--- src/rtl/sram_multibank_wrapper.sv ---
// sram_multibank_wrapper
//   Word-addressed SRAM built from NUM_BANKS side-by-side banks with per-bank
//   write enables. Reads travel through an RD_LAT-stage pipeline into a
//   fall-through output buffer of RD_LAT+1 entries, which gives rd_ready
//   backpressure. Out-of-range requests raise a registered addr_err pulse and
//   bump a saturating 8-bit error counter.
//
// Ports
//   clk, rst_n       clock, asynchronous active-low reset
//   i_mem_en         global enable for new requests
//   i_rd_req/i_wr_req read / write strobes (write wins when both are high)
//   i_address        word address
//   i_wr_data/i_wr_be write data and per-bank write enable
//   o_req_ready      a read would be accepted this cycle
//   o_rd_data        read data, valid when o_rd_data_val
//   o_rd_data_val    read data valid
//   i_rd_ready       consumer takes o_rd_data this cycle
//   o_addr_err       one-cycle pulse after an out-of-range acceptance
//   o_err_cnt        saturating count of o_addr_err pulses
module sram_multibank_wrapper #(
   parameter int unsigned DATA_W    = 32,
   parameter int unsigned NUM_BANKS = 2,
   parameter int unsigned DEPTH     = 100,
   parameter int unsigned RD_LAT    = 1,
   localparam int unsigned ADDR_W   = (DEPTH > 1) ? $clog2(DEPTH) : 1
) (
   input  logic                 clk,
   input  logic                 rst_n,
   input  logic                 i_mem_en,
   input  logic                 i_rd_req,
   input  logic                 i_wr_req,
   input  logic [ADDR_W-1:0]    i_address,
   input  logic [DATA_W-1:0]    i_wr_data,
   input  logic [NUM_BANKS-1:0] i_wr_be,
   output logic                 o_req_ready,
   output logic [DATA_W-1:0]    o_rd_data,
   output logic                 o_rd_data_val,
   input  logic                 i_rd_ready,
   output logic                 o_addr_err,
   output logic [7:0]           o_err_cnt
);

   localparam int unsigned BANK_W = DATA_W / NUM_BANKS;
   localparam int unsigned FD     = RD_LAT + 1;
   localparam int unsigned PTR_W  = $clog2(FD);

   logic [DATA_W-1:0] r_mem [DEPTH];

   logic [RD_LAT-1:0] r_pipe_val;
   logic [DATA_W-1:0] r_pipe_data [RD_LAT];

   logic [DATA_W-1:0] r_fifo [FD];
   logic [PTR_W-1:0]  r_wr_ptr;
   logic [PTR_W-1:0]  r_rd_ptr;
   // Occupancy never exceeds 2*RD_LAT+1 <= 7, so 4 bits is enough.
   logic [3:0]        r_fifo_cnt;

   logic              r_addr_err;
   logic [7:0]        r_err_cnt;

   logic              w_in_range;
   logic              w_wr_acc;
   logic              w_rd_acc;
   logic              w_err;
   logic [3:0]        w_inflight;
   logic [DATA_W-1:0] w_rd_word;
   logic              w_last_val;
   logic [DATA_W-1:0] w_last_data;
   logic              w_fifo_empty;
   logic              w_bypass;
   logic              w_push;
   logic              w_pop;

   function automatic logic [PTR_W-1:0] f_inc(input logic [PTR_W-1:0] p);
      return (32'(p) == FD - 1) ? '0 : p + 1'b1;
   endfunction

   always_comb begin
      w_inflight = '0;
      for (int unsigned i = 0; i < RD_LAT; i++) begin
         w_inflight = w_inflight + {3'b000, r_pipe_val[i]};
      end
   end

   // Registered state only: no path from the request strobes.
   assign o_req_ready = (w_inflight + r_fifo_cnt) < 4'(FD);

   assign w_in_range = 32'(i_address) < DEPTH;
   assign w_wr_acc   = i_mem_en & i_wr_req;
   assign w_rd_acc   = i_mem_en & i_rd_req & ~i_wr_req & o_req_ready;
   assign w_err      = (w_wr_acc | w_rd_acc) & ~w_in_range;
   assign w_rd_word  = w_in_range ? r_mem[i_address] : '0;

   // Storage is deliberately not reset.
   always_ff @(posedge clk) begin
      if (w_wr_acc && w_in_range) begin
         for (int unsigned k = 0; k < NUM_BANKS; k++) begin
            if (i_wr_be[k]) begin
               r_mem[i_address][k*BANK_W +: BANK_W] <= i_wr_data[k*BANK_W +: BANK_W];
            end
         end
      end
   end

   // Read pipeline always advances; capacity is guaranteed by o_req_ready.
   always_ff @(posedge clk or negedge rst_n) begin
      if (!rst_n) begin
         r_pipe_val <= '0;
         for (int unsigned i = 0; i < RD_LAT; i++) begin
            r_pipe_data[i] <= '0;
         end
      end else begin
         r_pipe_val[0]  <= w_rd_acc;
         r_pipe_data[0] <= w_rd_word;
         for (int unsigned i = 1; i < RD_LAT; i++) begin
            r_pipe_val[i]  <= r_pipe_val[i-1];
            r_pipe_data[i] <= r_pipe_data[i-1];
         end
      end
   end

   assign w_last_val   = r_pipe_val[RD_LAT-1];
   assign w_last_data  = r_pipe_data[RD_LAT-1];
   assign w_fifo_empty = (r_fifo_cnt == 4'd0);
   // Fall-through: an empty buffer shows the last pipeline stage directly,
   // so a read arrives RD_LAT cycles after acceptance.
   assign w_bypass     = w_fifo_empty & w_last_val & i_rd_ready;
   assign w_push       = w_last_val & ~w_bypass;
   assign w_pop        = ~w_fifo_empty & i_rd_ready;

   assign o_rd_data_val = ~w_fifo_empty | w_last_val;
   assign o_rd_data     = !w_fifo_empty ? r_fifo[r_rd_ptr] :
                          (w_last_val ? w_last_data : '0);

   always_ff @(posedge clk) begin
      if (w_push) begin
         r_fifo[r_wr_ptr] <= w_last_data;
      end
   end

   always_ff @(posedge clk or negedge rst_n) begin
      if (!rst_n) begin
         r_wr_ptr   <= '0;
         r_rd_ptr   <= '0;
         r_fifo_cnt <= '0;
      end else begin
         if (w_push) r_wr_ptr <= f_inc(r_wr_ptr);
         if (w_pop)  r_rd_ptr <= f_inc(r_rd_ptr);
         r_fifo_cnt <= r_fifo_cnt + {3'b000, w_push} - {3'b000, w_pop};
      end
   end

   always_ff @(posedge clk or negedge rst_n) begin
      if (!rst_n) begin
         r_addr_err <= 1'b0;
         r_err_cnt  <= '0;
      end else begin
         r_addr_err <= w_err;
         if (w_err && (r_err_cnt != 8'hFF)) begin
            r_err_cnt <= r_err_cnt + 8'd1;
         end
      end
   end

   assign o_addr_err = r_addr_err;
   assign o_err_cnt  = r_err_cnt;

endmodule

--- config.mk ---
export PLATFORM = sky130hd
export DESIGN_NAME = sram_multibank_wrapper
export DESIGN_NICKNAME = d
export VERILOG_FILES = /design/src/rtl/sram_multibank_wrapper.sv
export SDC_FILE = /design/constraint.sdc
export NUM_CORES = 2
export LEC_CHECK = 0
export CAP_MARGIN = 20
export CORE_ASPECT_RATIO = 1.4
export CORE_MARGIN = 2
export CORE_UTILIZATION = 60
export CTS_CLUSTER_SIZE = 14
export DETAILED_ROUTE_END_ITERATION = 16
export PLACE_DENSITY = 0.8
export SYNTH_ARGS = -nofsm -noshare
export SYNTH_HDL_FRONTEND = slang
export SYNTH_SLANG_ARGS = --single-unit
--- constraint.sdc ---
create_clock -name clk -period 3.92 [get_ports clk]
set_input_delay 0.588 -clock clk [delete_from_list [all_inputs] [get_ports clk]]
set_output_delay 0.588 -clock clk [all_outputs]
set_load 0.05 [all_outputs]
== Yosys cells after proc, flatten, opt, wreduce, memory -nomap -nowiden ==
Memory sizes are Yosys's and may differ from the RTL's.
Cells that the tools add are included.

* Register bits after elaboration: 48
* Memory bits (writable): 3264
* Input port bits: 47
* Output and inout bits: 43
* Logic and storage cells: 49
* Memories kept: 2

* Add/sub/neg operators: 6
* $lt $le $gt $ge: 2
* Equal/unequal tests: 1
* Multiplexer cells: 13
* Bitwise operators: 15
* Reduce and logical (&&, ||, !) cells: 3

{| class="wikitable"
|+ Memory list
! memory !! words !! width !! rd ports !! clocked after memory_dff !! write ports !! line !! RTL
|-
| r_mem || 100 || 32 || 1 || 0 || 1 || 47 || <nowiki>logic [DATA_W-1:0] r_mem [DEPTH];</nowiki>
|-
| r_fifo || 2 || 32 || 1 || 0 || 1 || 52 || <nowiki>logic [DATA_W-1:0] r_fifo [FD];</nowiki>
|}

{| class="wikitable"
|+ Operators by type and width
! kind !! count
|-
| two-way mux 32 bit || 3
|-
| two-way mux 1 bit || 10
|-
| bitwise AND 1 bit || 9
|-
| adder 8 x 1 -> 8 bit (second input constant) || 1
|-
| != test 8 bit (second input constant) || 1
|-
| less-than comparator 7 bit (second input constant) || 1
|-
| adder 1 x 4 -> 4 bit || 1
|-
| adder 4 x 1 -> 4 bit || 1
|-
| logical NOT 4 bit || 1
|-
| less-than comparator 4 x 2 -> 1 bit (second input constant) || 1
|-
| NOT 1 bit || 4
|-
| subtractor 4 x 1 -> 4 bit || 1
|-
| adder 1 bit (second input constant) || 2
|-
| logical AND 1 bit || 2
|-
| bitwise OR 1 bit || 2
|}

== Depth between registers and ports, before layout ==
* Word-level depth: 7
* Gate-level depth with buffers: 12

== Worst setup path before layout ==
Ideal clock, no wire load.

* Path kind: input to register
* Start: in i_address[0]
* End: mem r_mem[99][16], enable pin
* Setup time: 0.388 ns
* Arrival time: 2.661 ns
* Required time: 3.532 ns
* Slack: 0.871 ns
* Cell stages on the path: 9
* Buffers on the path: 5
* Cells stage by stage: buf_2 buf_2 buf_4 buf_2 inv_1 nor2_1 nand2_1 clkbuf_1 nor2_1

* Longest elaborated chain between the ends: 4

{| class="wikitable"
|+ RTL lines
! element !! line !! RTL
|-
| start: declaration || 32 || <nowiki>input logic [ADDR_W-1:0] i_address,</nowiki>
|-
| less-than comparator 7 bit || 88 || <nowiki>assign w_in_range = 32'(i_address) < DEPTH;</nowiki>
|-
| logical AND 1 bit || 96 || <nowiki>if (w_wr_acc && w_in_range) begin</nowiki>
|-
| two-way mux 1 bit || 96 ||
|-
| two-way mux 1 bit (not written as such) || 99 || <nowiki>r_mem[i_address][k*BANK_W +: BANK_W] <= i_wr_data[k*BANK_W +: BANK_W];</nowiki>
|-
| end: declaration || 47 ||
|}

Parallel ways exist; a longest one is shown, timed or not.

== Final worst setup path ==
* Start: reg r_fifo_cnt[2]
* End: out o_rd_data[2]

* Longest elaborated chain between the ends: 2

{| class="wikitable"
|+ RTL lines
! element !! line !! RTL
|-
| start: declaration || 56 || <nowiki>logic [3:0] r_fifo_cnt;</nowiki>
|-
| start signal: assignment || 149 || <nowiki>r_fifo_cnt <= r_fifo_cnt + {3'b000, w_push} - {3'b000, w_pop};</nowiki>
|-
| logical NOT 4 bit || 124 || <nowiki>assign w_fifo_empty = (r_fifo_cnt == 4'd0);</nowiki>
|-
| two-way mux 32 bit || 132 || <nowiki>assign o_rd_data = !w_fifo_empty ? r_fifo[r_rd_ptr] :</nowiki>
|-
| end: declaration || 36 || <nowiki>output logic [DATA_W-1:0] o_rd_data,</nowiki>
|}

Every way passes these cells.

==> flow_metrics.py <==
metrics = {
    "route": {
        "wl_met2_um": 166000,
        "wl_per_cell_um": 32.0,
        "viasPerCell": 6.72,
        "drt_iter0_drc": 9898,
        "wl_met3_um": 33900,
        "first_pass_iters": 6,
        "num_vias": 71400,
        "drc": 0,
        "wl_met1_um": 113000,
        "routed.top_layer": "met5",
        "ant_nets": 0,
        "routed_wirelength_um": 340000,
    },
    "placement": {
        "post-dp-hpwl_um": 211000,
        "dp_slack_ns": -0.176,
        "io_buffer_count": 89,
        "gp_congestion": 0.986,
    },
    "timing": {
        "relSlewSlack_pct": 21.6,
        "final.setup.worst_slack_ns": 0.167,
        "rsz0062_at_grt": "false",
        "fin_skew_ns": 0.0587,
        "tns_ns": 0,
        "max_slew.worst_pin.slew_ns": 1.18,
        "fmaxAchievable_mhz": 266,
        "drv_slew": 0,
        "period_minus_slack_ns": 3.75,
        "setup_viol": 0,
        "finalHoldViolations": 0,
        "post-route-period-util_pct": 95.7,
    },
    "floorplanning": {
        "dieArea_um2": 217000,
        "die_w_um": 394,
        "core_area_um2": 212000,
        "num_rows": 200,
        "dieHeight_um": 550,
        "start_util_pct": 60.4,
        "ios": 90,
    },
    "logic_synthesis": {
        "syn_avg_cell_area_um2": 18.1,
        "yosysTopAreaCellShare_pct": 76.6,
        "yosys.area.top_type": "edfxtp_1",
        "yosysWarnings": 0,
        "synth.area.top_cells": "edfxtp_1, mux2i_1, o22ai_1",
        "ys_seq_elements": 3312,
        "synth_edf_count": 3264,
        "syn_nets": 7111,
        "synth_cell_types": 41,
        "synthFlopType": "edfxtp_1",
        "netlist_area_um2": 128000,
        "async_reset_ff_share_pct": 1.45,
        "syn_inst": 7055,
        "yosysSeqAreaShare_pct": 77.5,
    },
    "cts": {
        "clk_latency_ns": 0.87,
        "cts_sinks": 3312,
        "cts_tree": "done",
        "cts_root_buf": "clkbuf_16",
        "clockBufferDepth": 4,
        "clk_pin_slew_worst_paths_ns": 0.06,
        "numCtsBuffers": 303,
        "cts_max_level": 5,
    },
    "final_layout": {
        "fin_util_pct": 68.2,
        "area_growth_pct": 13.0,
        "n_fill_cell": 12900,
        "fin_nets": 7655,
        "seqCellArea_um2": 99200,
        "drive_above_1_share_pct": 13.8,
        "multi_input_area_um2": 26400,
    },
    "critical_path": {
        "r2r-start": "r_mem[0][15]",
        "rrSetupSlack_ns": 1.05,
        "reg2reg_depth": 5,
        "worst_ep_arrival_time_ns": 3.17,
        "cp-start-kind": "flip-flop",
        "path_class": "flip-flop to primary output",
        "worstPathMaxFanout": 67,
        "cp-startpoint": "r_fifo_cnt[2]",
        "r2r_end": "r_pipe_data[15]",
        "worstPathRequired_ns": 3.33,
        "end_kind": "primary output",
    },
    "power": {
        "p_per_area_nw_per_um2": 499,
        "peakVddDrop_uv": 629,
        "p_leak_nw": 49.6,
    },
    "global_route": {
        "first_global_vias": 70200,
        "antenna_found_initial": 8,
        "track_usage_pct": 30.8,
        "grt_pass1_wl_um": 482000,
        "overflow": 0,
        "grt_max_degree": 101,
    },
    "min_path": {
        "holdPathEnd": "r_mem[79][14]",
        "worstHoldPathCells": 1,
        "worstHoldStart": "i_wr_data[14]",
        "hp-class": "input port to flip-flop",
    },
    "outcome": {
        "status": "finished clean",
    },
    "job": {
        "maxCapViolCount": 0,
    },
}
## metal layers
layer | up-vias | track usage (%)
met5 | - | 0
met4 | 6 | 21.5
met3 | 1096 | 5.21
met2 | 5057 | 50.7
met1 | 35700 | 37.3
li1 | 29600 | -
## through the flow
step	cell area [um2]	hold slack (ns)	total power, mW	cells
floorplan	128000	0.292	42.6	7055
global placement	136000	0.474	45.0	10100
detailed placement	136000	0.492	45.1	10100
CTS	145000	0.270	72.2	10600
global route	145000	0.288	73.7	10600
finish	145000	0.273	72.1	10600
## final cells by class
class / instances / share of cell area, %
multi-input combinational: 3282 / 18.2
clock buffer: 391 / 5.65
tap: 2828 / 2.45
inverter: 8 / 0.0208
timing repair buffer: 692 / 4.43
antenna: 4 / 0.00692
clock inverter: 106 / 0.578
sequential: 3312 / 68.6
## what timing repair did
action	4_1_cts	5_1_grt
endpoints found under the setup margin	0	5
resized for setup	0	5
hold buffers	2	0
hold endpoints to repair	29	0
setup buffers	0	0
## cells by family after synthesis
| logic type | synth area share [%] |
|---|---|
| mux | 12.8 |
| xor+xnor | 0.0821 |
| fa+ha+maj | 0.0939 |
| compound gates | 6.39 |
| flops | 77.5 |
| buf+inv | 1.89 |
| simple gates | 1.15 |
## where the power goes
group	switching, mW	internal, mW
registers	0.247	39.0
logic	3.42	1.72
clock network	12.3	15.3
## flip-flops by register name, summed over array words and instances (netlist names)
name and flops:
r_rd_ptr 1, o_err_cnt 8, r_pipe_data 32, r_mem 3200, r_fifo 64, r_fifo_cnt 4
r_wr_ptr 1, r_pipe_val 1, o_addr_err 1
## cell usage after synthesis, types with 3 or more instances
cell type and instances:
edfxtp_1 3264, mux2i_1 1568, o22ai_1 768, o21ai_0 383, nor2_1 208, buf_2 201
clkbuf_1 137, a41oi_1 94, buf_4 53, dfrtp_1 48, nand2_1 36, and2_1 35
nand3_1 33, o21ai_1 33, buf_6 32, mux4_2 32, o41a_1 31, buf_1 30
ha_1 8, inv_1 8, nor2b_1 7, xnor2_1 7, nand2b_1 5, xor2_1 5
and3_1 4, nand4_1 4, a41o_1 3
## worst max path at each step
| stage | to | slack (ns) | depth (start not counted) |
|---|---|---|---|
| after floorplan | r_mem[99][16] | 0.87 | 9 |
| after global placement | r_pipe_data[7] | -0.22 | 10 |
| after detailed placement | r_pipe_data[7] | -0.18 | 10 |
| after CTS | o_rd_data[0] | 0.07 | 7 |
| after global routing | o_rd_data[2] | 0.03 | 7 |
| final | o_rd_data[2] | 0.17 | 7 |
## worst max-delay path, cell delays in order, from the launching register on
cell	delay (ns)
dfrtp_1	0.41
inv_1	0.10
ha_1	0.16
nor3b_2	0.23
buf_12	0.27
nand3_1	0.12
o21ai_0	0.15
clkdlybuf4s50_1	0.86
## cells in the final DEF (no fill, tap or decap), drive strengths merged, types with 3 or more instances in the layout
cell type and instances:
edfxtp 3264, mux2i 1568, o22ai 768, buf 657, o21ai 416, clkbuf 391
nor2 208, a41oi 94, clkinv 86, dfrtp 48, nand2 36, and2 36
nand3 33, mux4 32, o41a 31, clkdlybuf4s50 28, inv 16, bufinv 10
ha 8, xnor2 7, nor2b 7, xor2 5, dlymetal6s2s 5, nand2b 5
diode 4, and3 4, nand4 4, a41o 3
Note: power is estimated with default switching activity, not from simulation.
